===== src/rtl/color_quan_ctrl.sv =====
// Frame-synchronous style sequencer plus 2-stage per-channel colour quantizer, 1 pixel/clk, no backpressure.
// Optional GRAY style (mode 4, 3-bit mode encoding) enabled by defining COLOR_QUAN_GRAY_EN.
module color_quan_ctrl #(
  parameter logic [1:0] DEFAULT_MODE = 2'd1,
  parameter logic [7:0] SAT_VAL      = 8'd255
) (
  input  logic       iCLK,
  input  logic       iRST,
  input  logic       iMODE_NEXT,
  input  logic       iFRAME_START,
  input  logic       iDVAL,
  input  logic [7:0] iR,
  input  logic [7:0] iG,
  input  logic [7:0] iB,
  output logic       oDVAL,
  output logic [7:0] oR,
  output logic [7:0] oG,
  output logic [7:0] oB,
`ifdef COLOR_QUAN_GRAY_EN
  output logic [2:0] oMODE,
`else
  output logic [1:0] oMODE,
`endif
  output logic       oPEND
);

`ifdef COLOR_QUAN_GRAY_EN
  localparam int MW = 3;
`else
  localparam int MW = 2;
`endif

  typedef enum logic [MW-1:0] {
    BYPASS,
    QUANT8,
    QUANT4,
`ifdef COLOR_QUAN_GRAY_EN
    POSTER,
    GRAY
`else
    POSTER
`endif
  } mode_t;

`ifdef COLOR_QUAN_GRAY_EN
  localparam mode_t RST_MODE = mode_t'({1'b0, DEFAULT_MODE});
`else
  localparam mode_t RST_MODE = mode_t'(DEFAULT_MODE);
`endif

  mode_t      pend_q, pend_d;
  mode_t      act_q, act_d;
  logic       pend_flag_q;

  logic       s1_vld_q;
  logic [7:0] s1_r_q, s1_g_q, s1_b_q;
  mode_t      s1_mode_q;

  logic       dval_q;
  logic [7:0] r_q, g_q, b_q;
  logic [7:0] r_d, g_d, b_d;

  // Upper bound of the bucket holding v; a bound of 256 saturates.
  function automatic logic [7:0] bucket(input logic [7:0] v, input logic coarse);
    logic [8:0] r;
    if (coarse) r = (({1'b0, v} >> 6) + 9'd1) << 6;
    else        r = (({1'b0, v} >> 5) + 9'd1) << 5;
    bucket = r[8] ? SAT_VAL : r[7:0];
  endfunction

  function automatic logic [7:0] quant(input mode_t m, input logic [7:0] v);
    case (m)
      QUANT8:  quant = bucket(v, 1'b0);
      QUANT4:  quant = bucket(v, 1'b1);
      POSTER:  quant = (v >= 8'd128) ? 8'hFF : 8'h00;
      default: quant = v;
    endcase
  endfunction

  always_comb begin
    pend_d = pend_q;
    if (iMODE_NEXT) begin
      case (pend_q)
        BYPASS:  pend_d = QUANT8;
        QUANT8:  pend_d = QUANT4;
        QUANT4:  pend_d = POSTER;
`ifdef COLOR_QUAN_GRAY_EN
        POSTER:  pend_d = GRAY;
`endif
        default: pend_d = BYPASS;
      endcase
    end
    // Commit takes the pending value from before this edge, so a same-cycle press lands next frame.
    act_d = iFRAME_START ? pend_q : act_q;
  end

  always_ff @(posedge iCLK) begin
    if (iRST) begin
      pend_q      <= RST_MODE;
      act_q       <= RST_MODE;
      pend_flag_q <= 1'b0;
    end else begin
      pend_q      <= pend_d;
      act_q       <= act_d;
      pend_flag_q <= (pend_d != act_d);
    end
  end

  // Stage 1: capture pixel together with the mode in force for it (act_d covers same-cycle commit).
  always_ff @(posedge iCLK) begin
    if (iRST) begin
      s1_vld_q  <= 1'b0;
      s1_r_q    <= 8'd0;
      s1_g_q    <= 8'd0;
      s1_b_q    <= 8'd0;
      s1_mode_q <= RST_MODE;
    end else begin
      s1_vld_q  <= iDVAL;
      s1_r_q    <= iR;
      s1_g_q    <= iG;
      s1_b_q    <= iB;
      s1_mode_q <= act_d;
    end
  end

`ifdef COLOR_QUAN_GRAY_EN
  logic [9:0] gsum;
  logic [7:0] gray_y;
  always_comb begin
    gsum   = {2'b00, s1_r_q} + {1'b0, s1_g_q, 1'b0} + {2'b00, s1_b_q};
    gray_y = 8'(gsum >> 2);
  end
`endif

  always_comb begin
    r_d = quant(s1_mode_q, s1_r_q);
    g_d = quant(s1_mode_q, s1_g_q);
    b_d = quant(s1_mode_q, s1_b_q);
`ifdef COLOR_QUAN_GRAY_EN
    if (s1_mode_q == GRAY) begin
      r_d = bucket(gray_y, 1'b0);
      g_d = r_d;
      b_d = r_d;
    end
`endif
  end

  // Stage 2: outputs only move on a valid pixel, otherwise they hold.
  always_ff @(posedge iCLK) begin
    if (iRST) begin
      dval_q <= 1'b0;
      r_q    <= 8'd0;
      g_q    <= 8'd0;
      b_q    <= 8'd0;
    end else begin
      dval_q <= s1_vld_q;
      if (s1_vld_q) begin
        r_q <= r_d;
        g_q <= g_d;
        b_q <= b_d;
      end
    end
  end

  assign oDVAL = dval_q;
  assign oR    = r_q;
  assign oG    = g_q;
  assign oB    = b_q;
  assign oMODE = act_q;
  assign oPEND = pend_flag_q;

endmodule

===== config.mk =====
export PLATFORM = sky130hd
export DESIGN_NAME = color_quan_ctrl
export DESIGN_NICKNAME = d
export VERILOG_FILES = /design/src/rtl/color_quan_ctrl.sv
export SDC_FILE = /design/constraint.sdc
export NUM_CORES = 1
export LEC_CHECK = 0
export CAP_MARGIN = 25
export CORE_ASPECT_RATIO = 1.5
export CORE_MARGIN = 5
export CORE_UTILIZATION = 35
export DETAILED_ROUTE_END_ITERATION = 16
export PLACE_DENSITY_LB_ADDON = 0.2
export SYNTH_ARGS = -nofsm -noshare
export SYNTH_HDL_FRONTEND = slang
export SYNTH_SLANG_ARGS = --single-unit

===== constraint.sdc =====
create_clock -name iCLK -period 1.75 [get_ports iCLK]
set_input_delay 0.4375 -clock iCLK [delete_from_list [all_inputs] [get_ports iCLK]]
set_output_delay 0.4375 -clock iCLK [all_outputs]
set_load 0.01 [all_outputs]

==> results.yml <==
critical_path:
  cp_slowest_cell: "clkdlybuf4s50_1"
  cp-end-kind: "output port"
  r2r_start: "pend_q[0]"
  cp_num_buf_inv: 1
  cp_max_fo: 2
  cp_top_family: "buffers and inverters"
  r2r-end: "oPEND"
  cpPeakStageDelay_ns: 0.55
  ff2ff_path_depth: 6
  r2r_setup_slack_ns: 0.22
  required_ns: 1.31
  worstSetupPathType: "flip-flop to output port"
  arrival_ns: 1.25
  start_kind: "flip-flop"
  crit_path_cell_trace: "clkdlybuf4s50_1"
clock_network:
  cts_root_buf: "clkbuf_8"
  clk_latency_ns: 0.30
  ctsLongestPathBuffers: 2
  clock_sinks: 55
  cts_buffers: 5
  holdBufCountCts: 0
  h-tree-depth: 2
  post_cts_buffers: 0
  cts_tree: "built"
  clk_pin_slew_ns: 0.10
  post_cts_resized: 0
pwr:
  power_density_nw_per_um2: 827
  clkPwrFrac_pct: 27.8
  finalPower_mw: 2.57
  power_leakage_nw: 1.14
  seqPwrFrac_pct: 53.8
  ir_worst_vdd_mv: 0.494
  pwr-share-comb_pct: 18.4
  p_int_mw: 1.88
  swShare_pct: 26.8
  p_sw_mw: 0.689
sta:
  fin_hold_ws_ns: 0.444
  worst_slew_pin_slew_ns: 0.385
  timing.fmax_mhz: 594
  drv_slew: 0
  layout_min_cycle_time_ns: 1.68
  grt_setup_unrepaired: "false"
  min_period_over_period_pct: 96.2
  setup_violations: 0
  hold_viol: 0
  setup_ws_ns: 0.0672
  slew-limit-headroom_pct: 74.3
  skew_ns: 0.00660
global_routing:
  grt_max_degree: 44
  grt_pass1_wl_um: 8380
  grt_pass1_vias: 1809
  grt-ovfl-total: 0
  globalRouteTotalUtil_pct: 11.8
  antenna_found_initial: 0
run_status:
  status: "finished, final reports clean"
yosys:
  ys_seq_area_share_pct: 46.4
  syn_area_per_cell_sq_um: 9.38
  syn_inst: 253
  synth_nets: 287
  ys_warn_count: 0
  syn-cell-area_sq_um: 2370
  ys_seq_elements: 55
  netlist-cell-type-count: 45
floorplan:
  core_sq_um: 6580
  die_h_um: 111
  io_pins: 57
  die_w_um: 77.2
  die-area_sq_um: 8560
  initial_core_util_pct: 36.1
  num_rows: 36
layout:
  layout_commonest_cell: "clkdlybuf4s50_1"
  multi_input_comb_area_sq_um: 1130
  nFillCells: 659
  drive_above_1_share_pct: 12.7
  regArea_sq_um: 1100
  area_growth_pct: 31.2
  utilization_pct: 47.3
  final_area_sq_um: 3110
  num_antenna_cells: 0
  layout_common_cells: "clkdlybuf4s50_1, dfxtp_1, nor2_1"
  nNetsFinal: 340
routing:
  wl_per_cell_um: 12.9
  drt-total-wl_um: 4950
  route.met3.wl_um: 232
  firstDrtPassIters: 4
  vias: 1905
  wl_met2_um: 2650
  routed_via_density: 4.97
  ant_nets: 0
  routed.top_layer: "met4"
  drt_iter0_markers: 126
  drc: 0
  wl_met1_um: 1990
placed_design:
  port_buffers: 56
  pre_cts_ws_ns: -0.0347
  place.gp.congestion: 0.738
  dpl-instance-area_sq_um: 3020
  hpwl_um: 3530
hold_path:
  hold_path_class: "input port to flip-flop"
  hold_depth: 2
  min_from: "iRST"
  holdPathEnd: "s1_mode_q[1]"
run:
  drv_cap: 0
## stage by stage
stage	setup TNS, ns	std cells
floorplan	0	253
global placement	-0.0265	375
detailed placement	-0.0347	375
CTS	0	383
global route	0	383
finish	0	383
## power by group through the flow
stage               clock [mW]  sequential [mW]  combinational [mW]
detailed placement           0             1.41               0.482
global route             0.802             1.40               0.523
CTS                      0.759             1.39               0.483
floorplan                    0             1.42               0.262
finish                   0.715             1.38               0.474
global placement             0             1.41               0.473
## cell families after synthesis
family,count (synthesis),share of synthesized area [%]
flip-flops,55,46.4
buffers and inverters,28,6.01
XOR/XNOR,5,1.85
multiplexers,4,1.69
AO/OA/AOI/OAI,55,20.0
AND/OR/NAND/NOR,99,20.5
adder cells (fa/ha/maj),7,3.48
## layer usage
metal,vias up,GRT usage (%)
met2,35,21.6
met3,6,3.17
met5,-,0
met4,0,4.36
met1,889,12.6
li1,975,-
## final cells by class
class                           instances  share of cell area, %
Multi-Input combinational cell        170                   36.3
Sequential cell                        55                   35.4
Timing Repair Buffer                   65                   21.2
Tap cell                               76                   3.06
Clock buffer                            5                   2.21
Inverter                                9                   1.09
Clock inverter                          3                  0.724
## flip-flops by register name, summed over array words and instances, names as in the netlist
name / cells
oB: 8
oG: 8
oR: 8
s1_b_q: 8
s1_g_q: 8
s1_r_q: 8
pend_q: 2
s1_mode_q: 2
oDVAL: 1
oPEND: 1
s1_vld_q: 1
## cell usage after synthesis (all sizes together)
library cell / count / area (sq um)
a211o: 1 / 8.76
a211oi: 2 / 15.0
a21o: 1 / 7.51
a21oi: 7 / 42.5
a221oi: 1 / 8.76
a22o: 1 / 8.76
a311oi: 18 / 220
a31oi: 4 / 25.0
a41oi: 2 / 17.5
and3: 1 / 6.26
buf: 10 / 71.3
clkbuf: 9 / 37.5
clkinv: 1 / 3.75
dfxtp: 55 / 1100
ha: 5 / 62.6
inv: 8 / 30.0
maj3: 2 / 20.0
mux2i: 4 / 40.0
nand2: 23 / 98.8
nand2b: 1 / 6.26
nand3: 4 / 20.0
nand3b: 1 / 7.51
nor2: 33 / 131
nor2b: 28 / 175
nor3: 7 / 35.0
o2111a: 2 / 22.5
o21a: 1 / 7.51
o21ai: 12 / 67.6
o21bai: 1 / 7.51
o22ai: 1 / 6.26
o311a: 1 / 10.0
or2: 1 / 6.26
xnor2: 4 / 35.0
xor2: 1 / 8.76
## worst max path at each step
stage / start / end / cells past startpoint
CTS: s1_mode_q[0] / oMODE[0] / 1
global route: s1_mode_q[0] / oMODE[0] / 1
floorplan: pend_q[0] / oPEND / 6
detailed placement: iMODE_NEXT / oPEND / 5
global placement: iMODE_NEXT / oPEND / 5
finish: s1_mode_q[0] / oMODE[0] / 1
Note: power is estimated with default switching activity, not from simulation.
